===== config.mk =====
export PLATFORM = sky130hd
export DESIGN_NAME = uart_tx_arb
export DESIGN_NICKNAME = d
export VERILOG_FILES = /design/src/rtl/uart_tx_arb.sv
export SDC_FILE = /design/constraint.sdc
export NUM_CORES = 1
export LEC_CHECK = 0
export BUFFER_PORTS_ARGS = -buffer_cell sky130_fd_sc_hd__buf_2
export CORE_MARGIN = 5
export CORE_UTILIZATION = 44
export DETAILED_ROUTE_END_ITERATION = 6
export PLACE_DENSITY = 0.81
export SETUP_SLACK_MARGIN = 0.4
export SLEW_MARGIN = 0
export SYNTH_ARGS = -nofsm -noshare
export SYNTH_HDL_FRONTEND = slang
export SYNTH_SLANG_ARGS = --single-unit

===== constraint.sdc =====
create_clock -name clock -period 3.4 [get_ports clock]
set_clock_uncertainty 0.1 [all_clocks]
set_input_delay 0.34 -clock clock [delete_from_list [all_inputs] [get_ports clock]]
set_output_delay 0.34 -clock clock [all_outputs]
set_load 0.02 [all_outputs]

===== src/rtl/uart_tx_arb.sv =====
`default_nettype none
// ============================================================================
//  Module   : uart_tx_arb
//  Purpose  : Round-robin arbiter that feeds 32-bit words from four
//             requesters into a single UART transmitter. It tracks the
//             transmitter busy flag and reports per-requester grant and
//             completion pulses.
//  Options  : UART_TX_ARB_TIMEOUT_EN adds a per-wait-state timeout that
//             produces to_err / to_id.
//  Revision : 1.0 - initial release
// ============================================================================
module uart_tx_arb #(
  parameter logic [31:0] TO_CYC = 32'd1000000
) (
  input  logic         clock,
  input  logic         rst,
  input  logic [3:0]   req,
  input  logic [127:0] req_data,
  output logic [3:0]   gnt,
  output logic [3:0]   done,
  output logic         tx_en,
  output logic [31:0]  tx_data,
  input  logic         tx_busy,
`ifdef UART_TX_ARB_TIMEOUT_EN
  output logic         to_err,
  output logic [1:0]   to_id,
`endif
  output logic         arb_busy
);

  typedef enum logic [1:0] {
    IDLE      = 2'd0,
    WAIT_BUSY = 2'd1,
    WAIT_DONE = 2'd2
  } state_t;

  state_t      state_q, state_d;
  logic [1:0]  rr_ptr_q, rr_ptr_d;
  logic [1:0]  sel_q, sel_d;
  logic [3:0]  gnt_q, gnt_d;
  logic [3:0]  done_q, done_d;
  logic        tx_en_q, tx_en_d;
  logic [31:0] tx_data_q, tx_data_d;

  // Requests rotated so that bit 0 is the requester rr_ptr points at.
  logic [7:0]  req_dbl;
  logic [3:0]  req_rot;
  logic [1:0]  pick_off;
  logic [1:0]  pick;
  logic        pick_vld;

`ifdef UART_TX_ARB_TIMEOUT_EN
  logic [31:0] cnt_q, cnt_d;
  logic        to_err_q, to_err_d;
  logic [1:0]  to_id_q, to_id_d;
  logic        to_hit;
`endif

  assign req_dbl = {req, req};
  assign req_rot = req_dbl[rr_ptr_q +: 4];

  // Pick the first asserted requester at or above rr_ptr, wrapping mod 4.
  always_comb begin
    pick_off = 2'd0;
    pick_vld = 1'b1;
    casez (req_rot)
      4'b???1: pick_off = 2'd0;
      4'b??10: pick_off = 2'd1;
      4'b?100: pick_off = 2'd2;
      4'b1000: pick_off = 2'd3;
      default: pick_vld = 1'b0;
    endcase
    pick = rr_ptr_q + pick_off;
  end

`ifdef UART_TX_ARB_TIMEOUT_EN
  // The counter value seen here is cycles already spent in this state, so
  // the limit is hit on the cycle that would make it TO_CYC.
  assign to_hit = (state_q != IDLE) && ((cnt_q + 32'd1) >= TO_CYC);
`endif

  // Next-state and output decode for the arbitration FSM.
  always_comb begin
    state_d   = state_q;
    rr_ptr_d  = rr_ptr_q;
    sel_d     = sel_q;
    gnt_d     = 4'b0000;
    done_d    = 4'b0000;
    tx_en_d   = 1'b0;
    tx_data_d = tx_data_q;
`ifdef UART_TX_ARB_TIMEOUT_EN
    to_err_d  = 1'b0;
    to_id_d   = to_id_q;
    cnt_d     = cnt_q;
`endif
    case (state_q)
      IDLE: begin
        if (pick_vld) begin
          sel_d     = pick;
          rr_ptr_d  = pick + 2'd1;
          tx_data_d = req_data[{pick, 5'd0} +: 32];
          gnt_d     = 4'b0001 << pick;
          tx_en_d   = 1'b1;
          state_d   = WAIT_BUSY;
        end
      end
      WAIT_BUSY: begin
        if (tx_busy) begin
          state_d = WAIT_DONE;
        end
      end
      WAIT_DONE: begin
        if (!tx_busy) begin
          done_d  = 4'b0001 << sel_q;
          state_d = IDLE;
        end
      end
      default: begin
        state_d = IDLE;
      end
    endcase
`ifdef UART_TX_ARB_TIMEOUT_EN
    // A timeout overrides any normal progress in the same cycle.
    if (to_hit) begin
      state_d  = IDLE;
      done_d   = 4'b0000;
      to_err_d = 1'b1;
      to_id_d  = sel_q;
    end
    if (state_d != state_q) begin
      cnt_d = 32'd0;
    end else if (state_q != IDLE) begin
      cnt_d = cnt_q + 32'd1;
    end else begin
      cnt_d = 32'd0;
    end
`endif
  end

  // State and output registers with synchronous reset.
  always_ff @(posedge clock) begin
    if (rst) begin
      state_q   <= IDLE;
      rr_ptr_q  <= 2'd0;
      sel_q     <= 2'd0;
      gnt_q     <= 4'b0000;
      done_q    <= 4'b0000;
      tx_en_q   <= 1'b0;
      tx_data_q <= 32'd0;
    end else begin
      state_q   <= state_d;
      rr_ptr_q  <= rr_ptr_d;
      sel_q     <= sel_d;
      gnt_q     <= gnt_d;
      done_q    <= done_d;
      tx_en_q   <= tx_en_d;
      tx_data_q <= tx_data_d;
    end
  end

`ifdef UART_TX_ARB_TIMEOUT_EN
  // Timeout counter and sticky timeout identifier.
  always_ff @(posedge clock) begin
    if (rst) begin
      cnt_q    <= 32'd0;
      to_err_q <= 1'b0;
      to_id_q  <= 2'd0;
    end else begin
      cnt_q    <= cnt_d;
      to_err_q <= to_err_d;
      to_id_q  <= to_id_d;
    end
  end

  assign to_err = to_err_q;
  assign to_id  = to_id_q;
`else
  // TO_CYC only matters with the timeout feature; a zero limit is
  // accepted here so the parameter stays referenced in every build.
  if (TO_CYC == 32'd0) begin : g_to_cyc_unused
  end
`endif

  assign gnt      = gnt_q;
  assign done     = done_q;
  assign tx_en    = tx_en_q;
  assign tx_data  = tx_data_q;
  assign arb_busy = (state_q != IDLE);

endmodule
`default_nettype wire


==> reports/qor.yml, run 1 <==
route:
  drt-met1-wl_mm: 3.68
  first_pass_iters: 4
  wl_per_cell_um: 16.8
  route.met2.wl_mm: 4.77
  drt_iter0_markers: 112
  route.met3.wl_um: 771
  ant_nets: 0
  drc_errors: 0
  vias_per_cell: 5.71
  routed.top_layer: "met4"
  route.vias.total: 3150
  wl_mm: 9.30
timing:
  max_slew.worst_pin.slew_ns: 0.766
  setup_violations: 0
  rsz0062_at_grt: "no"
  fin_crit_sh_pct: 83.3
  finalHoldViolCount: 0
  tns_ns: 0
  relSlewSlack_pct: 48.8
  max_freq_mhz: 353
  fin_crit_ns: 2.83
  layout_setup_ws_ns: 0.569
  drv_slew: 0
global_route:
  grt_start_max_net_pins: 37
  overflow: 0
  antenna_found_initial: 0
  grt_pass1_vias: 3117
  grt_usage_pct: 21.0
  grt_pass1_wl_mm: 14.9
synth:
  ys_ff_latch: 47
  synth_area_per_cell_um2: 9.24
  synthDistinctLibCells: 52
  seq_area_frac_synth_pct: 31.9
  syn_area_um2: 2950
  synth_cells: 319
  ys_warn_count: 0
  synth_edf_count: 0
  async_reset_ff_share_pct: 0
  synth_ff_type: "dfxtp_1"
  synth_nets: 455
clock_network:
  cts_buffers: 5
  clkSinkCount: 47
  clockBufferDepth: 2
  path_clk_slew_ns: 0.08
  cts_tree: "built"
  cts_root_buffer: "clkbuf_8"
  hold_buffers: 0
  htree_levels: 2
  clock_latency_ns: 0.30
finish:
  n_fill_cell: 567
  final_nets: 610
  seqCellArea_um2: 942
  stdcell_area_um2: 3930
  finalCoreUtilization_pct: 61.2
  multi_input_area_um2: 1800
  n_antenna_cell: 0
  layout_commonest_cell: "buf_2"
  final_layout_size_suffix_gt1_share_pct: 49.1
  final_cell_mix: "176 x buf_2, 46 x dfxtp_1, 35 x nand2_1"
  area_delta_synth_final_pct: 33.4
setup_path:
  path_class: "reg2reg"
  worst-path-buf-inv: 2
  slowest_stage: "ha_4"
  cp-start-kind: "register"
  cp_max_fo: 29
  critPathMaxStageDelay_ns: 0.61
  cp.arrival_ns: 2.90
  cp_top_family: "compound AO/OA/AOI/OAI gates"
  critPathCaptureType: "register"
  crit_path_cell_trace: "inv_1, a311oi_1, o221ai_1, ha_4, buf_4, mux2_2, nand4_1, o311ai_1"
  required_ns: 3.47
die:
  die_w_um: 91.9
  die_y_um: 91.9
  ios: 177
  core_area_um2: 6420
  start_util_pct: 45.9
  dieArea_um2: 8440
  rows: 29
placement:
  dp_hpwl_mm: 6.86
  place_congestion: 0.917
  portBuffers: 176
  pre_cts_slack_ns: 0.430
  placed_cell_area_um2: 3810
power:
  leakagePower_nw: 1.85
  ir_worst_vdd_v: 0.000346
  powerDensity_nw_per_um2: 844
hold_path:
  hold_class: "in2reg"
run_status:
  status: "finished, final reports clean"
flow_run:
  maxCapViolCount: 0
worst paths after layout:
path | start | cells past startpoint | endpoint | slack [ns]
worst max-delay path | rr_ptr_q[1] | 8 | tx_data[24] | 0.57
worst min-delay path | tx_busy | 2 | state_q[0] | 0.17
worst max register to register | rr_ptr_q[1] | 8 | tx_data[24] | 0.57
worst min register to register | tx_data[19] | 2 | tx_data[19] | 0.36
stage by stage:
stage          cells  total power [W]  hold slack (ns)
2_1_floorplan    319          0.00236            0.329
3_3_place_gp     544          0.00284            0.336
3_5_place_dp     544          0.00290            0.343
4_1_cts          552          0.00333            0.167
5_1_grt          552          0.00352            0.202
6_report         552          0.00332            0.175
flip-flops by register name, summed over array words and instances, names as in the netlist:
register / count
done: 4
tx_data: 32
state_q: 2
tx_en: 1
gnt: 4
rr_ptr_q: 2
sel_q: 2
where the power goes:
group | internal (W) | switching, W | leakage, nW
Clock | 0.000238 | 0.000185 | 0.0612
Combinational | 0.000921 | 0.00113 | 1.40
Sequential | 0.000734 | 0.000113 | 0.387
Yosys cell counts (all sizes together), types with 2 or more instances:
master	n	area (um2)
clkbuf	15	58.8
dfxtp	47	941
mux2	32	360
nand2	36	151
a21oi	3	15.0
nor3b	2	15.0
nand4	31	194
a2bb2oi	2	17.5
o311ai	31	272
o21bai	3	22.5
buf	19	144
nor2b	2	12.5
and3	2	12.5
o21ai	2	10.0
mux2i	34	340
or2	3	18.8
nor3	6	30.0
nor2	15	63.8
xor2	2	17.5
or4	2	18.8
and2	3	23.8
inv	8	32.5
area by class of cell:
type | instances | area share [%]
clock buffer | 6 | 2.10
clock inverter | 2 | 0.891
inverter | 8 | 0.827
multi-input combinational | 230 | 45.9
sequential | 47 | 24.0
tap | 77 | 2.45
timing repair buffer | 182 | 23.9
logic make-up after synthesis:
kind of cell | count (synthesis) | share of synthesized area [%]
DFF | 47 | 31.9
xor gates and xnor gates | 2 | 0.594
buffers and inverters | 42 | 7.98
muxes | 66 | 23.8
AOI/OAI and AO/OA | 54 | 15.7
adders and majority gates | 1 | 0.424
and+or+nand+nor | 107 | 19.7
routing by layer:
| metal | GRT usage, % | vias to the layer above |
|---|---|---|
| met5 | 0 | - |
| met4 | 4.58 | 0 |
| met3 | 5.65 | 8 |
| met2 | 38.4 | 138 |
| met1 | 24.6 | 1479 |
| li1 | - | 1525 |
repair_timing:
item                       CTS  global route
buffers inserted             0             0
setup endpoints to repair    0            22
resized for setup            0             1
No activity file was read; power rests on OpenSTA's default activity.
==> run 2: changes to the inputs <==
==> constraint.sdc (replaced) <==
create_clock -name clock -period 2.9 [get_ports clock]
set_clock_uncertainty 0.1 [all_clocks]
set_input_delay 0.29 -clock clock [delete_from_list [all_inputs] [get_ports clock]]
set_output_delay 0.29 -clock clock [all_outputs]
set_load 0.02 [all_outputs]
==> reports/qor.yml, run 2 (synthesis results as in run 1) <==
power:
  ir_worst_vdd_v: 0.000664  # +92%
  leakagePower_nw: 1.87  # +0.72%
  powerDensity_nw_per_um2: 963  # +14%
die:
  die_w_um: 91.9  # unchanged
  core_area_um2: 6420  # unchanged
  dieArea_um2: 8440  # unchanged
  rows: 29  # unchanged
  start_util_pct: 45.9  # unchanged
  ios: 177  # unchanged
  die_y_um: 91.9  # unchanged
placement:
  place_congestion: 0.919  # +0.17%
  dp_cells: 548  # +0.74%
  portBuffers: 176  # unchanged
  placed_cell_area_um2: 3850  # +0.89%
  pre_cts_slack_ns: 0.233  # -0.197 ns
  dp_hpwl_mm: 6.87  # about the same
global_route:
  grt_usage_pct: 20.6  # -0.44 points
  overflow: 0  # unchanged
  grt_pass1_vias: 3138  # +0.67%
  grt_pass1_wl_mm: 14.5  # -2.4%
  grt_start_max_net_pins: 37  # unchanged
  antenna_found_initial: 0  # unchanged
timing:
  drv_slew: 0  # unchanged
  setup_violations: 0  # unchanged
  max_slew.worst_pin.slew_ns: 0.515  # -0.251 ns
  finalHoldViolCount: 0  # unchanged
  fin_crit_sh_pct: 83.6  # +0.34 points
  fin_crit_ns: 2.42  # -0.407 ns
  max_freq_mhz: 412  # +17%
  tns_ns: 0  # unchanged
  rsz0062_at_grt: "yes"
  relSlewSlack_pct: 65.2  # +16 points
  layout_setup_ws_ns: 0.476  # -0.0934 ns
finish:
  final_cell_mix: "176 x buf_2, 45 x dfxtp_1, 35 x nand2_1"
  stdcell_area_um2: 3950  # +0.38%
  layout_commonest_cell: "buf_2"
  multi_input_area_um2: 1800  # -0.14%
  n_fill_cell: 574  # +1.2%
  area_delta_synth_final_pct: 33.9
  largest_register_ffs: 32  # unchanged
  final_layout_size_suffix_gt1_share_pct: 49.6  # +0.53 points
  seqCellArea_um2: 946  # +0.40%
  layoutNonFillerInstCount: 557  # +0.91%
  n_antenna_cell: 0  # unchanged
  final_nets: 615  # +0.82%
setup_path:
  critPathCapture: "tx_data[0]"
  r2r_setup_slack_ns: 0.48  # -0.09 ns
  crit_path_cell_trace: "inv_1, nor2_1, a221oi_1, o221ai_1, ha_4, buf_12, mux2_2, nand4_1, o311ai_0"
  cp_max_fo: 30  # +3.4%
  critPathMaxStageDelay_ns: 0.40  # -0.21 ns
  cp.arrival_ns: 2.48  # -0.42 ns
  path_class: "reg2reg"
  slowest_stage: "dfxtp_4"
  reg2regPathDepth: 9  # +1
  rr_endpoint: "tx_data[0]"
  critPathCaptureType: "register"
  cp-startpoint: "rr_ptr_q[0]"
  r2r-start: "rr_ptr_q[0]"
  cp-start-kind: "register"
  required_ns: 2.96  # -0.51 ns
clock_network:
  clkSinkCount: 47  # unchanged
  clockBufferDepth: 2  # unchanged
  cts_tree: "built"
  cts_buffers: 5  # unchanged
  cts_root_buffer: "clkbuf_8"
  path_clk_slew_ns: 0.08  # about the same
  htree_levels: 2  # unchanged
  clock_latency_ns: 0.29  # about the same
  hold_buffers: 0  # unchanged
route:
  drt_iter0_markers: 162  # +45%
  wl_mm: 8.97  # -3.5%
  first_pass_iters: 4  # unchanged
  vias_per_cell: 5.62  # -1.6%
  ant_nets: 0  # unchanged
  route.vias.total: 3128  # -0.70%
  wl_per_cell_um: 16.1  # -4.4%
  drc_errors: 0  # unchanged
hold_path:
  hp-start: "tx_busy"
  hold_class: "in2reg"
run_status:
  status: "finished, final reports clean"
flow_run:
  maxCapViolCount: 0  # unchanged
-- run 2: cell count changes in the layout (fill, tap and decap cells not counted) --
cell	change
clkbuf_1	+2
buf_4	+4
bufinv_16	-1
o211ai_4	-1
clkbuf_8	-1
dfxtp_1	-1
buf_12	+1
dfxtp_4	+1
a311oi_2	+1
a311oi_1	-1
o211ai_2	+1
-- run 2: cell type report --
cell class,count,share of cell area [%]
Clock buffer,7,1.93
Clock inverter,1,0.127
Inverter,8,0.824
Multi-Input combinational cell,230,45.7
Sequential cell,47,24.0
Tap cell,77,2.44
Timing Repair Buffer,187,25.0
-- run 2: report_power, final --
group          total [W]  internal, W  switching, W
clock network   0.000377     0.000170      0.000208
logic            0.00243      0.00113       0.00130
registers       0.000989     0.000863      0.000125
-- run 2: repair_timing --
action                                  CTS  global route
endpoints found under the setup margin   29            33
resized for setup                         2             2
buffers inserted                          1             0
pin swaps                                 1             1
-- run 2: metrics by stage --
| step | total power (W) | util [%] | hold WS, ns |
|---|---|---|---|
| 6_report | 0.00380 | 61.4 | 0.143 |
| 5_1_grt | 0.00406 | 61.4 | 0.149 |
| 4_1_cts | 0.00382 | 61.3 | 0.132 |
| 3_5_place_dp | 0.00342 | 59.9 | 0.342 |
| 3_3_place_gp | 0.00336 | 59.9 | 0.336 |
| 2_1_floorplan | 0.00278 | - | 0.308 |
-- run 2: worst max-delay path: cells and delay by family (launching register included) --
| family | cells | cell delay, ns |
|---|---|---|
| buf+inv | 2 | 0.35 |
| simple gates | 2 | 0.15 |
| fa+ha+maj | 1 | 0.36 |
| compound gates | 3 | 0.55 |
| flops | 1 | 0.40 |
| mux | 1 | 0.36 |
-- run 2: worst min-delay path by stage --
stage	endpoint	cells after the start
finish	state_q[0]	2
detailed placement	tx_data[19]	2
global route	state_q[0]	2
CTS	state_q[0]	2
global placement	tx_data[24]	2
floorplan	state_q[0]	1
-- run 2: routing by layer --
layer / share of wire, % / GRT usage [%] / vias to the layer above
met5: 0 / 0 / -
met4: 1.6 / 5.57 / 0
met3: 9.5 / 6.55 / 15
met2: 50 / 36.2 / 151
met1: 39 / 24.2 / 1427
li1: - / - / 1535
